[src/rtl/hdmi_mon_pkg.sv]
// Shared types, default 1080p60 mode constants and checksum helper for the
// HDMI output timing monitor.
package hdmi_mon_pkg;

    typedef enum logic [1:0] {
        HUNT    = 2'd0,
        MEASURE = 2'd1,
        LOCKED  = 2'd2
    } mon_state_t;

    localparam int unsigned MODE_H_TOTAL    = 2200;
    localparam int unsigned MODE_HS_WIDTH   = 44;
    localparam int unsigned MODE_ACT_PIXELS = 1920;
    localparam int unsigned MODE_V_TOTAL    = 1125;
    localparam int unsigned MODE_ACT_LINES  = 1080;

    // Sum of the two 18-bit halves of a pixel word, modulo 2^32.
    function automatic logic [31:0] checksum_add(input logic [31:0] acc,
                                                 input logic [35:0] d);
        return acc + {14'd0, d[35:18]} + {14'd0, d[17:0]};
    endfunction

endpackage

[src/rtl/hdmi_pulse_meter.sv]
// Saturating interval counter with its own edge detect; latches the count
// when the terminating edge of the watched signal arrives.
module hdmi_pulse_meter #(
    parameter int unsigned W            = 12,
    parameter bit          FREE_RUN     = 1'b0,
    parameter bit          TERM_ON_RISE = 1'b0,
    parameter bit          NEED_PRIME   = 1'b0
) (
    input  logic         clk,
    input  logic         rst,
    input  logic         clear,
    input  logic         sig,
    output logic [W-1:0] meas_next,
    output logic [W-1:0] meas
);

    logic         sig_q;
    logic [W-1:0] cnt_q, cnt_d, cnt_run;
    logic [W-1:0] meas_q, meas_d;
    logic         primed_q, primed_d;
    logic         rise, fall, term, cnt_en;

    always_comb begin
        rise     = sig & ~sig_q;
        fall     = ~sig & sig_q;
        term     = TERM_ON_RISE ? rise : fall;
        cnt_en   = FREE_RUN | sig;
        cnt_run  = (cnt_en && (cnt_q != '1)) ? cnt_q + 1'b1 : cnt_q;
        cnt_d    = cnt_run;
        primed_d = primed_q;
        meas_d   = meas_q;
        if (clear) begin
            cnt_d    = '0;
            primed_d = 1'b0;
        end else if (term) begin
            // The count includes the terminating cycle when it is a counting cycle.
            cnt_d    = '0;
            primed_d = 1'b1;
            if (!NEED_PRIME || primed_q) begin
                meas_d = cnt_run;
            end
        end
    end

    always_ff @(posedge clk) begin
        if (rst) begin
            sig_q    <= 1'b0;
            cnt_q    <= '0;
            meas_q   <= '0;
            primed_q <= 1'b0;
        end else begin
            sig_q    <= sig;
            cnt_q    <= cnt_d;
            meas_q   <= meas_d;
            primed_q <= primed_d;
        end
    end

    assign meas_next = meas_d;
    assign meas      = meas_q;

endmodule

[src/rtl/hdmi_timing_monitor.sv]
// Passive line/frame timing checker on the ADV7511 pixel bus: measures,
// compares against the expected mode, reports lock, sticky errors and checksum.
module hdmi_timing_monitor
    import hdmi_mon_pkg::*;
#(
    parameter int unsigned H_ADDR         = 12,
    parameter int unsigned V_ADDR         = 12,
    parameter int unsigned EXP_H_TOTAL    = MODE_H_TOTAL,
    parameter int unsigned EXP_HS_WIDTH   = MODE_HS_WIDTH,
    parameter int unsigned EXP_ACT_PIXELS = MODE_ACT_PIXELS,
    parameter int unsigned EXP_V_TOTAL    = MODE_V_TOTAL,
    parameter int unsigned EXP_ACT_LINES  = MODE_ACT_LINES
) (
    input  logic              CLK,
    input  logic              RST,
    input  logic [35:0]       vid_d,
    input  logic              vid_de,
    input  logic              vid_hs,
    input  logic              vid_vs,
    input  logic              err_clear,
    output logic [H_ADDR-1:0] meas_h_total,
    output logic [H_ADDR-1:0] meas_hs_width,
    output logic [H_ADDR-1:0] meas_act_pixels,
    output logic [V_ADDR-1:0] meas_v_total,
    output logic [V_ADDR-1:0] meas_act_lines,
    output logic [15:0]       frame_count,
    output logic [31:0]       frame_checksum,
    output logic              status_valid,
    output logic              locked,
    output logic              err_h,
    output logic              err_v,
    output logic              err_act,
    output logic              err_hsw
);

    localparam logic [H_ADDR-1:0] EXP_HT  = H_ADDR'(EXP_H_TOTAL);
    localparam logic [H_ADDR-1:0] EXP_HSW = H_ADDR'(EXP_HS_WIDTH);
    localparam logic [H_ADDR-1:0] EXP_AP  = H_ADDR'(EXP_ACT_PIXELS);
    localparam logic [V_ADDR-1:0] EXP_VT  = V_ADDR'(EXP_V_TOTAL);
    localparam logic [V_ADDR-1:0] EXP_AL  = V_ADDR'(EXP_ACT_LINES);

    mon_state_t        state_q, state_d;
    logic              hs_q, vs_q, de_q;
    logic              hs_rise, vs_rise, de_fall, had_line, meter_clear;
    logic [V_ADDR-1:0] v_cnt_q, v_cnt_d, v_cnt_inc;
    logic [V_ADDR-1:0] act_cnt_q, act_cnt_d, act_cnt_inc, act_latch;
    logic              line_had_de_q, line_had_de_d;
    logic [31:0]       acc_q, acc_d, acc_next;
    logic [V_ADDR-1:0] meas_v_total_q, meas_v_total_d;
    logic [V_ADDR-1:0] meas_act_lines_q, meas_act_lines_d;
    logic [15:0]       frame_count_q, frame_count_d;
    logic [31:0]       frame_checksum_q, frame_checksum_d;
    logic              status_valid_q, status_valid_d;
    logic              locked_q, locked_d;
    logic [3:0]        err_q, err_d, mis;
    logic [H_ADDR-1:0] h_total_next, hs_width_next, act_pixels_next;

    hdmi_pulse_meter #(.W(H_ADDR), .FREE_RUN(1'b1), .TERM_ON_RISE(1'b1), .NEED_PRIME(1'b1)) u_h_total (
        .clk(CLK), .rst(RST), .clear(meter_clear), .sig(vid_hs),
        .meas_next(h_total_next), .meas(meas_h_total)
    );

    hdmi_pulse_meter #(.W(H_ADDR), .FREE_RUN(1'b0), .TERM_ON_RISE(1'b0), .NEED_PRIME(1'b0)) u_hs_width (
        .clk(CLK), .rst(RST), .clear(meter_clear), .sig(vid_hs),
        .meas_next(hs_width_next), .meas(meas_hs_width)
    );

    hdmi_pulse_meter #(.W(H_ADDR), .FREE_RUN(1'b0), .TERM_ON_RISE(1'b0), .NEED_PRIME(1'b0)) u_act_pixels (
        .clk(CLK), .rst(RST), .clear(meter_clear), .sig(vid_de),
        .meas_next(act_pixels_next), .meas(meas_act_pixels)
    );

    always_comb begin
        hs_rise     = vid_hs & ~hs_q;
        vs_rise     = vid_vs & ~vs_q;
        de_fall     = ~vid_de & de_q;
        meter_clear = (state_q == HUNT) && !vs_rise;
        had_line    = line_had_de_q | de_fall;
        v_cnt_inc   = (&v_cnt_q) ? v_cnt_q : v_cnt_q + 1'b1;
        act_cnt_inc = (&act_cnt_q) ? act_cnt_q : act_cnt_q + 1'b1;
        // A line ending on the frame-boundary hs_rise still belongs to the old frame.
        act_latch   = (hs_rise && had_line) ? act_cnt_inc : act_cnt_q;
        acc_next    = vid_de ? checksum_add(acc_q, vid_d) : acc_q;
        // err_act covers both active-area dimensions.
        mis = {h_total_next != EXP_HT, v_cnt_q != EXP_VT,
               (act_pixels_next != EXP_AP) || (act_latch != EXP_AL),
               hs_width_next != EXP_HSW};

        v_cnt_d          = v_cnt_q;
        act_cnt_d        = act_cnt_q;
        line_had_de_d    = had_line;
        acc_d            = acc_next;
        meas_v_total_d   = meas_v_total_q;
        meas_act_lines_d = meas_act_lines_q;
        frame_checksum_d = frame_checksum_q;
        frame_count_d    = frame_count_q;
        state_d          = state_q;
        status_valid_d   = status_valid_q;
        locked_d         = locked_q;
        err_d            = err_clear ? '0 : err_q;

        if (hs_rise) begin
            v_cnt_d       = v_cnt_inc;
            line_had_de_d = 1'b0;
            if (had_line) begin
                act_cnt_d = act_cnt_inc;
            end
        end

        if (vs_rise) begin
            v_cnt_d       = hs_rise ? V_ADDR'(1) : '0;
            act_cnt_d     = '0;
            acc_d         = '0;
            line_had_de_d = 1'b0;
            frame_count_d = frame_count_q + 1'b1;
            if (state_q != HUNT) begin
                meas_v_total_d   = v_cnt_q;
                meas_act_lines_d = act_latch;
                frame_checksum_d = acc_next;
            end
        end else if (state_q == HUNT) begin
            v_cnt_d       = '0;
            act_cnt_d     = '0;
            acc_d         = '0;
            line_had_de_d = 1'b0;
        end

        case (state_q)
            HUNT: begin
                if (vs_rise) begin
                    state_d = MEASURE;
                end
            end
            MEASURE: begin
                if (vs_rise) begin
                    status_valid_d = 1'b1;
                    if (mis == '0) begin
                        locked_d = 1'b1;
                        state_d  = LOCKED;
                    end
                end
            end
            LOCKED: begin
                if (vs_rise && (mis != '0)) begin
                    err_d    = err_d | mis;
                    locked_d = 1'b0;
                    state_d  = MEASURE;
                end
            end
            default: state_d = HUNT;
        endcase
    end

    always_ff @(posedge CLK) begin
        if (RST) begin
            state_q          <= HUNT;
            hs_q             <= 1'b0;
            vs_q             <= 1'b0;
            de_q             <= 1'b0;
            v_cnt_q          <= '0;
            act_cnt_q        <= '0;
            line_had_de_q    <= 1'b0;
            acc_q            <= '0;
            meas_v_total_q   <= '0;
            meas_act_lines_q <= '0;
            frame_count_q    <= '0;
            frame_checksum_q <= '0;
            status_valid_q   <= 1'b0;
            locked_q         <= 1'b0;
            err_q            <= '0;
        end else begin
            state_q          <= state_d;
            hs_q             <= vid_hs;
            vs_q             <= vid_vs;
            de_q             <= vid_de;
            v_cnt_q          <= v_cnt_d;
            act_cnt_q        <= act_cnt_d;
            line_had_de_q    <= line_had_de_d;
            acc_q            <= acc_d;
            meas_v_total_q   <= meas_v_total_d;
            meas_act_lines_q <= meas_act_lines_d;
            frame_count_q    <= frame_count_d;
            frame_checksum_q <= frame_checksum_d;
            status_valid_q   <= status_valid_d;
            locked_q         <= locked_d;
            err_q            <= err_d;
        end
    end

    assign meas_v_total   = meas_v_total_q;
    assign meas_act_lines = meas_act_lines_q;
    assign frame_count    = frame_count_q;
    assign frame_checksum = frame_checksum_q;
    assign status_valid   = status_valid_q;
    assign locked         = locked_q;
    assign {err_h, err_v, err_act, err_hsw} = err_q;

endmodule
[config.mk]
export PLATFORM = sky130hd
export DESIGN_NAME = hdmi_timing_monitor
export DESIGN_NICKNAME = d
export VERILOG_FILES = /design/src/rtl/hdmi_mon_pkg.sv /design/src/rtl/hdmi_pulse_meter.sv /design/src/rtl/hdmi_timing_monitor.sv
export SDC_FILE = /design/constraint.sdc
export NUM_CORES = 1
export LEC_CHECK = 0
export ABC_AREA = 1
export CAP_MARGIN = 20
export CORE_MARGIN = 2
export CORE_UTILIZATION = 60
export CTS_CLUSTER_SIZE = 12
export DETAILED_ROUTE_END_ITERATION = 8
export PLACE_DENSITY = 0.86
export SYNTH_ARGS = -nofsm -noshare
export SYNTH_HDL_FRONTEND = slang
export SYNTH_HIERARCHICAL = 1
export SYNTH_SLANG_ARGS = --single-unit
[constraint.sdc]
create_clock -name CLK -period 8.65 [get_ports CLK]
set_input_delay 2.1625 -clock CLK [delete_from_list [all_inputs] [get_ports CLK]]
set_output_delay 2.1625 -clock CLK [all_outputs]
set_load 0.005 [all_outputs]
# Word-level counts from Yosys, hierarchy flattened
# Index checks and enable logic that the tools add are counted.
[word_totals] reg_bits=213 inputBits=42 output_inout_bits=114 elab_cells=112
[classes] n_addsub=8 eq_ne=15 n_mux=30 bitwise=10 reduce_logical=27
[ops] cell="$mux W12" n=16
[ops] cell="$add A32 B18 Y32" n=2
[ops] cell="$add A12 B1 Y12 const B" n=5
[ops] cell="$ne A12 B12 Y1 const B" n=4
[ops] cell="$ne A12 B11 Y1 const B" n=3
[ops] cell="$mux W32" n=1
[ops] cell="$reduce_and A12 Y1" n=2
[ops] cell="$add A16 B1 Y16 const B" n=1
[ops] cell="$mux W4" n=3
[ops] cell="$ne A12 B6 Y1 const B" n=1
[ops] cell="$reduce_or A3 Y1" n=4
[ops] cell="$mux W2" n=4
[ops] cell="$ne A2 B2 Y1 const B" n=4
[ops] cell="$reduce_and A2 Y1" n=4
[ops] cell="$reduce_and A4 Y1" n=2
[ops] cell="$pmux W2 S3" n=1
[ops] cell="$logic_and A1 B1 Y1" n=5
[ops] cell="$and A1 B1 Y1" n=4
[ops] cell="$logic_not A4 Y1" n=1
[ops] cell="$mux W1" n=4
[ops] cell="$not A1 Y1" n=4
[ops] cell="$or A4 B4 Y4" n=1
[ops] cell="$reduce_bool A2 Y1" n=2
[ops] cell="$reduce_bool A4 Y1" n=1
[ops] cell="other kinds (11)" n=11

# Longest topological paths before layout
# Gate-level depths: netlist of the first run.
[depth] word_depth=11 ltp_mapped=22 mapped_depth_nobuf=22

# Cells and area by module
# The synthesis of the first run kept the hierarchy.
[by_module_without_submodules] module="hdmi_timing_monitor" n_inst=1 cells_each=1058 area_per_inst_um2=7551.0 seq_area_each_um2=2802.7
[by_module_without_submodules] module="hdmi_pulse_meter (u_act_pixels ...)" n_inst=2 cells_each=213 area_per_inst_um2=1441.4 seq_area_each_um2=500.5
[by_module_without_submodules] module="hdmi_pulse_meter (u_h_total)" n_inst=1 cells_each=178 area_per_inst_um2=1295.0 seq_area_each_um2=520.5

# Worst setup path after synthesis of the first run
# Ideal clock, no wire load.
[synth_path] path_kind="input to register" from="in vid_vs" to="reg err_q[2]" setup_ns=0.132 arrival_time_ns=4.878 required_ns=8.518 setup_slack_ns=3.640 stages=14 n_path_buf=1 path_cell_list="inv_1 nor2_4 buf_1 nor3_1 nor3_4 or2_2 o21ai_1 inv_1 nor4_1 nand3_1 nor3_1 nand4_2 nand4_1 a21oi_1"
[synth_between] elab_cells_between_ends=14 classes_between="eq/ne (3); mux (5); bitwise (1); reduce/logical (5)"
[synth_lines] element="start: declaration" line="hdmi_timing_monitor.sv:19" rtl="input logic vid_vs,"
[synth_lines] element="$and A1 B1 Y1" line="hdmi_timing_monitor.sv:75" rtl="vs_rise = vid_vs & ~vs_q;"
[synth_lines] element="$logic_not A1 Y1" line="hdmi_timing_monitor.sv:77" rtl="meter_clear = (state_q == HUNT) && !vs_rise;"
[synth_lines] element="$logic_and A1 B1 Y1" line="hdmi_timing_monitor.sv:77"
[synth_lines] element="named net meter_clear" line="hdmi_timing_monitor.sv:44" rtl="logic hs_rise, vs_rise, de_fall, had_line, meter_clear;"
[synth_lines] element="$mux W12" line="hdmi_pulse_meter.sv:32" rtl="if (clear) begin"
[synth_lines] element="named net h_total_next[8]" line="hdmi_timing_monitor.sv:56" rtl="logic [H_ADDR-1:0] h_total_next, hs_width_next, act_pixels_next;"
[synth_lines] element="$ne A12 B12 Y1" line="hdmi_timing_monitor.sv:85" rtl="mis = {h_total_next != EXP_HT, v_cnt_q != EXP_VT,"
[synth_lines] element="$reduce_bool A4 Y1" line="hdmi_timing_monitor.sv:144" rtl="if (vs_rise && (mis != '0)) begin"
[synth_lines] element="$logic_and A1 B1 Y1" line="hdmi_timing_monitor.sv:144"
[synth_lines] element="$mux W4" line="hdmi_timing_monitor.sv:144"
[synth_lines] element="$mux W4" line="hdmi_timing_monitor.sv:128" rtl="case (state_q)"
[synth_lines] element="end signal: assignment" line="hdmi_timing_monitor.sv:186" rtl="err_q <= err_d;"
[synth_lines] element="end: declaration" line="hdmi_timing_monitor.sv:55" rtl="logic [3:0] err_q, err_d, mis;"
# The timed path passes the listed nets, and every way through them passes these cells.
# A chain may end at the register's enable or synchronous reset.

# Worst setup path in the final report of the first run
[layout_path] from="in vid_vs" to="reg err_q[0]"
# Same word-level chain as after synthesis.

==> results.ini, run 1 <==
[timing]
fin_ws_ps=3349
setup_violations=0
hold_violations=0
worstMarginPinSlew_ps=1030
rsz0062_at_grt=no
hold_ws_ps=472.0
slew_violations=0
period_minus_slack_ps=5301
timing.setup.tns_ps=0
max-slew-margin-rel=0.3136
fmax_ghz=0.1886
skew_ps=9.264
fin_crit_sh=0.6129

[clock_network]
root_buffer=clkbuf_16
clock-sinks=216
clockBufferDepth=3
htree_levels=1
cts_made_buffers=24
postCtsSetupRepairBufs=0
clk_pin_slew_ps=60
cts_tree=done
cts.repair.resized=0
insertion_delay_ps=520
hold_buffers=0

[routing]
vias_per_cell=5.402
wl_mm=29.99
drtIter0Drc=774
wire_per_inst_um=14.42
drc=0
first_pass_iters=5
dr_total_vias=11236
ant_nets=0

[floorplan]
initial_core_util=0.6066
core_um2=19330
design.portCount=156
core.rowCount=51
die_x_um=143.8
die_area_um2=20680
dieHeight_um=143.8

[cells_and_area]
drive_gt1_frac=0.08320
fillers=1565
design_area_um2=14170
nets=1885
n_antenna_cell=0
seqCellArea_um2=4324
syn2layout_area_growth_pct=20.82
utilization=0.7329
instances_no_fill=2080
final_common_cell=nand2_1
final_cell_mix=416 x nand2_1, 216 x dfxtp_1, 195 x inv_1, 182 x nor2_1, 153 x clkdlybuf4s50_1
multiInputGateArea_um2=6354

[synthesis]
netlist_area_um2=11730
yosysTopAreaCell=dfxtp_1
ys_warn_count=6
synth.yosys.seq_area_share=0.3687
syn_area_per_cell_um2=7.057
synthArstFlopShare=0
synth_top_area_share=0.3687
ys_ff_latch=216
synth_area_leaders=dfxtp_1 37%, nand2_1 13%, inv_1 6.2%
synth_nets=1748
dominantRegCellSynth=dfxtp_1
synth_edf_count=0
yosysUniqueCellTypes=55
syn_inst=1662

[placement]
dp_slack_ps=2841
dp_hpwl_mm=21.36
post-place-cells=2038
io_buffers=155
placed_area_um2=13390
gp_congestion=0.9437

[global_route]
grt_use_total=0.2889
gr-total-overflow=0
grt_start_max_net_pins=108
grt_pass1_wl_mm=49.07
grt_pass1_vias=10490
antenna_found_initial=0

[power_and_ir_drop]
power_leakage_nw=5.853
peakVddDrop_v=0.0001437
powerDensity_nw_per_um2=167.2
power_mw=2.370

[setup_path]
r2r-end=err_q[0]
critPathSlowestCell=nor3_4
arrival_ps=5660
path_delay_family=simple AND/OR/NAND/NOR gates
worstSetupPathType=in2reg
start_kind=input pin
crit_chain=clkdlybuf4s50_1 > inv_1 > nor2_4 > nor3_2 > buf_4 > nor3_4 > inv_2 > o21ai_1 > inv_1 > nor4_1 > nand3_1 > nor3_1 > nand4_2 > nand4_1 > a21oi_1
rr_worst_depth=13
cp.required_ps=9010
cpPeakStageDelay_ps=600
path_max_fanout=30
r2r-start=vs_q
path_buf_inv=5
r2r_setup_slack_ps=5160
crit_top_cell=inv_1
end_kind=register

[hold_path]
hp-class=reg2reg
hp-start=err_q[1]
hold_end=err_q[1]
hold-path-cell-count=2

[run]
maxCapViolations=0

[outcome]
status=complete, no violations

## worst reg2reg max path, cell delays in order, from the launching register on
cell and delay [ps]:
dfxtp_1 330, nor2_4 340, nor3_2 80, buf_4 250, nor3_4 600, inv_2 210
o21ai_1 220, inv_1 60, nor4_1 340, nand3_1 230, nor3_1 260, nand4_2 210
nand4_1 140, a21oi_1 70
## report_power, final
part	switching [mW]	total [mW]	internal (mW)	leakage [nW]
Combinational	0.196	0.326	0.130	3.72
Sequential	0.0189	1.04	1.02	1.75
Clock	0.397	1.00	0.607	0.384
Total	0.611	2.37	1.76	5.85
## worst max path at each step
stage,startpoint,to,slack [ps],cells after the start
after floorplan,vid_vs,err_q[2],3640,14
after global placement,vid_vs,err_q[2],2910,15
after detailed placement,vid_vs,err_q[3],2840,15
after CTS,vid_vs,err_q[0],3360,15
after global routing,vid_vs,err_q[3],3050,15
final,vid_vs,err_q[0],3350,15
## final cells by class
type,count,share of cell area
sequential,216,0.3051
timing repair buffer,161,0.1120
clock inverter,5,0.003708
inverter,209,0.05589
clock buffer,37,0.05156
tap,265,0.02340
multi-input combinational,1187,0.4483
## synthesized netlist by cell type (14+ instances only)
library cell and count:
nand4_1 34, fa_1 19, inv_1 195, nand2_1 416, a21oi_1 114, nor2_1 183
o211ai_1 20, nand2_2 14, nor3_1 17, o21ai_0 75, xor2_1 21, nand3_1 99
ha_1 25, dfxtp_1 216, a21oi_2 24, nor4_1 15, clkbuf_1 29
## cells by family after synthesis
kind of cell | count (synthesis) | synth area share
and+or+nand+nor | 847 | 0.3274
buffers and inverters | 259 | 0.09068
adders and majority gates | 44 | 0.05910
AOI/OAI and AO/OA | 264 | 0.1298
DFF | 216 | 0.3687
muxes | 4 | 0.003414
xor gates and xnor gates | 28 | 0.02091
## per-layer routing
metal	up-vias	share of wire	global-route usage	wire (um)
li1	5654	-	-	-
met1	5187	0.44	0.3742	13080
met2	338	0.47	0.4995	14240
met3	57	0.066	0.04265	1982
met4	0	0.023	0.08617	687
met5	-	0	0	0
Note: power is estimated with default switching activity, not from simulation.
==> run 2: changes to the inputs <==
Settings changed: CORE_UTILIZATION 60 to 56, PLACE_DENSITY 0.86 to 0.81.
Clock period 8.65 ns to 5.45 ns, I/O delays scaled along.
==> results.ini, run 2 (synthesized netlist as in run 1, its figures left out) <==
[global_route]
grt_pass1_vias=10544  ; +0.51%
grt_start_max_net_pins=108  ; unchanged
gr-total-overflow=0  ; unchanged
grt_use_total=0.2753  ; -0.01358
grt_pass1_wl_mm=50.70  ; +3.3%
antenna_found_initial=0  ; unchanged

[placement]
io_buffers=155  ; unchanged
placed_area_um2=13410  ; +0.20%
dp_slack_ps=659.6  ; -2181 ps
dp_hpwl_mm=21.94  ; +2.7%
post-place-cells=2044  ; +0.29%
gp_congestion=0.9043  ; -4.2%

[clock_network]
htree_levels=1  ; unchanged
cts_made_buffers=24  ; unchanged
postCtsSetupRepairBufs=0  ; unchanged
clock-sinks=216  ; unchanged
cts_tree=done
cts.repair.resized=0  ; unchanged
insertion_delay_ps=510  ; about the same
clk_pin_slew_ps=60  ; about the same
hold_buffers=0  ; unchanged
clockBufferDepth=3  ; unchanged
root_buffer=clkbuf_16

[timing]
fmax_ghz=0.2318
worstMarginPinSlew_ps=952.4  ; -77.18 ps
hold_violations=0  ; unchanged
period_minus_slack_ps=4315
fin_crit_sh=0.7917
setup_violations=0  ; unchanged
skew_ps=17.64  ; +8.374 ps
fin_ws_ps=1135  ; -2213 ps
max-slew-margin-rel=0.3627  ; +0.04911
slew_violations=0  ; unchanged
timing.setup.tns_ps=0  ; unchanged
rsz0062_at_grt=no

[routing]
wl_mm=30.43  ; +1.5%
vias_per_cell=5.385  ; -0.31%
drtIter0Drc=675  ; -13%
ant_nets=0  ; unchanged
dr_total_vias=11217  ; -0.17%
drc=0  ; unchanged
first_pass_iters=5  ; unchanged
wire_per_inst_um=14.61  ; +1.3%

[cells_and_area]
syn2layout_area_growth_pct=20.81  ; about the same
final_cell_mix=416 x nand2_1, 216 x dfxtp_1, 194 x inv_1, 182 x nor2_1, 153 x clkdlybuf4s50_1
instances_no_fill=2083  ; +0.14%
design_area_um2=14170  ; about the same
nets=1886  ; +0.053%
utilization=0.6958  ; -0.03712
drive_gt1_frac=0.08274  ; -0.0004598
final_common_cell=nand2_1
fillers=1728  ; +10%
n_antenna_cell=0  ; unchanged

[floorplan]
core_um2=20360  ; +5.3%
initial_core_util=0.5759  ; -0.03067
core.rowCount=52  ; +2.0%
die_area_um2=22120  ; +6.9%
dieHeight_um=148.7  ; +3.4%
design.portCount=156  ; unchanged
die_x_um=148.7  ; +3.4%

[setup_path]
crit_chain=clkdlybuf4s50_1 > inv_1 > nor2_4 > nor3_2 > nor3_4 > inv_2 > o21ai_1 > inv_1 > nor4_1 > nand3_1 > nor3_1 > nand4_2 > nand4_1 > a21oi_1
path_max_fanout=17  ; -43%
cpPeakStageDelay_ps=560  ; -40 ps
cp.required_ps=5820  ; -3190 ps
critPathSlowestCell=nor3_4
path_buf_inv=4  ; -1
end_kind=register
crit_top_cell=inv_1
start_kind=input pin
worstSetupPathType=in2reg
arrival_ps=4680  ; -980 ps
path_delay_family=simple AND/OR/NAND/NOR gates

[run]
maxCapViolations=0  ; unchanged

[outcome]
status=complete, no violations

[power_and_ir_drop]
power_leakage_nw=5.848  ; about the same
peakVddDrop_v=0.0002084  ; +45%
powerDensity_nw_per_um2=263.9  ; +58%

[hold_path]
hp-class=reg2reg

==> run 2: cell types whose count changed in the layout (fill, tap and decap cells not counted), sizes merged <==
| cell | before | now |
|---|---|---|
| buf | 8 | 9 |
| clkbuf | 37 | 34 |
| clkinv | 5 | 6 |
| clkinvlp | 1 | 0 |
==> run 2: where the power goes <==
part           internal (mW)  switching, mW
clock network          0.934          0.634
logic                  0.208          0.313
registers               1.62         0.0305
total                   2.76          0.977
==> run 2: final timing paths <==
path / start / to / slack, ps / depth (start not counted)
worst max-delay path: vid_vs / err_q[2] / 1140 / 14
worst min-delay path: err_q[1] / err_q[1] / 470 / 2
worst max register to register: vs_q / err_q[2] / 2160 / 12
worst min register to register: err_q[1] / err_q[1] / 470 / 2
==> run 2: layout make-up <==
class	instances	area, um^2	area share
Timing Repair Buffer	162	1607	0.1134
Sequential cell	216	4324	0.3052
Tap cell	270	337.8	0.02384
Inverter	209	792.0	0.05589
Multi-Input combinational cell	1187	6354	0.4484
Clock inverter	5	56.30	0.003974
Clock buffer	34	699.4	0.04936
==> run 2: worst min-delay path: stages (launching register included) <==
cell	delay (ps)
dfxtp_1	310
nand2_1	60
a21oi_1	60
==> run 2: metal layers <==
layer | up-vias | wire (um) | GRT usage
met5 | - | 0 | 0
met4 | 0 | 738 | 0.07286
met3 | 61 | 1944 | 0.03926
met2 | 375 | 14190 | 0.4653
met1 | 5130 | 13560 | 0.3712
li1 | 5651 | - | -
==> run 2: stage by stage <==
step | hold slack, ps | power [mW]
finish | 470.6 | 3.740
global route | 498.7 | 3.903
CTS | 472.8 | 3.765
detailed placement | 464.1 | 2.199
global placement | 454.6 | 2.191
floorplan | 460.0 | 2.006
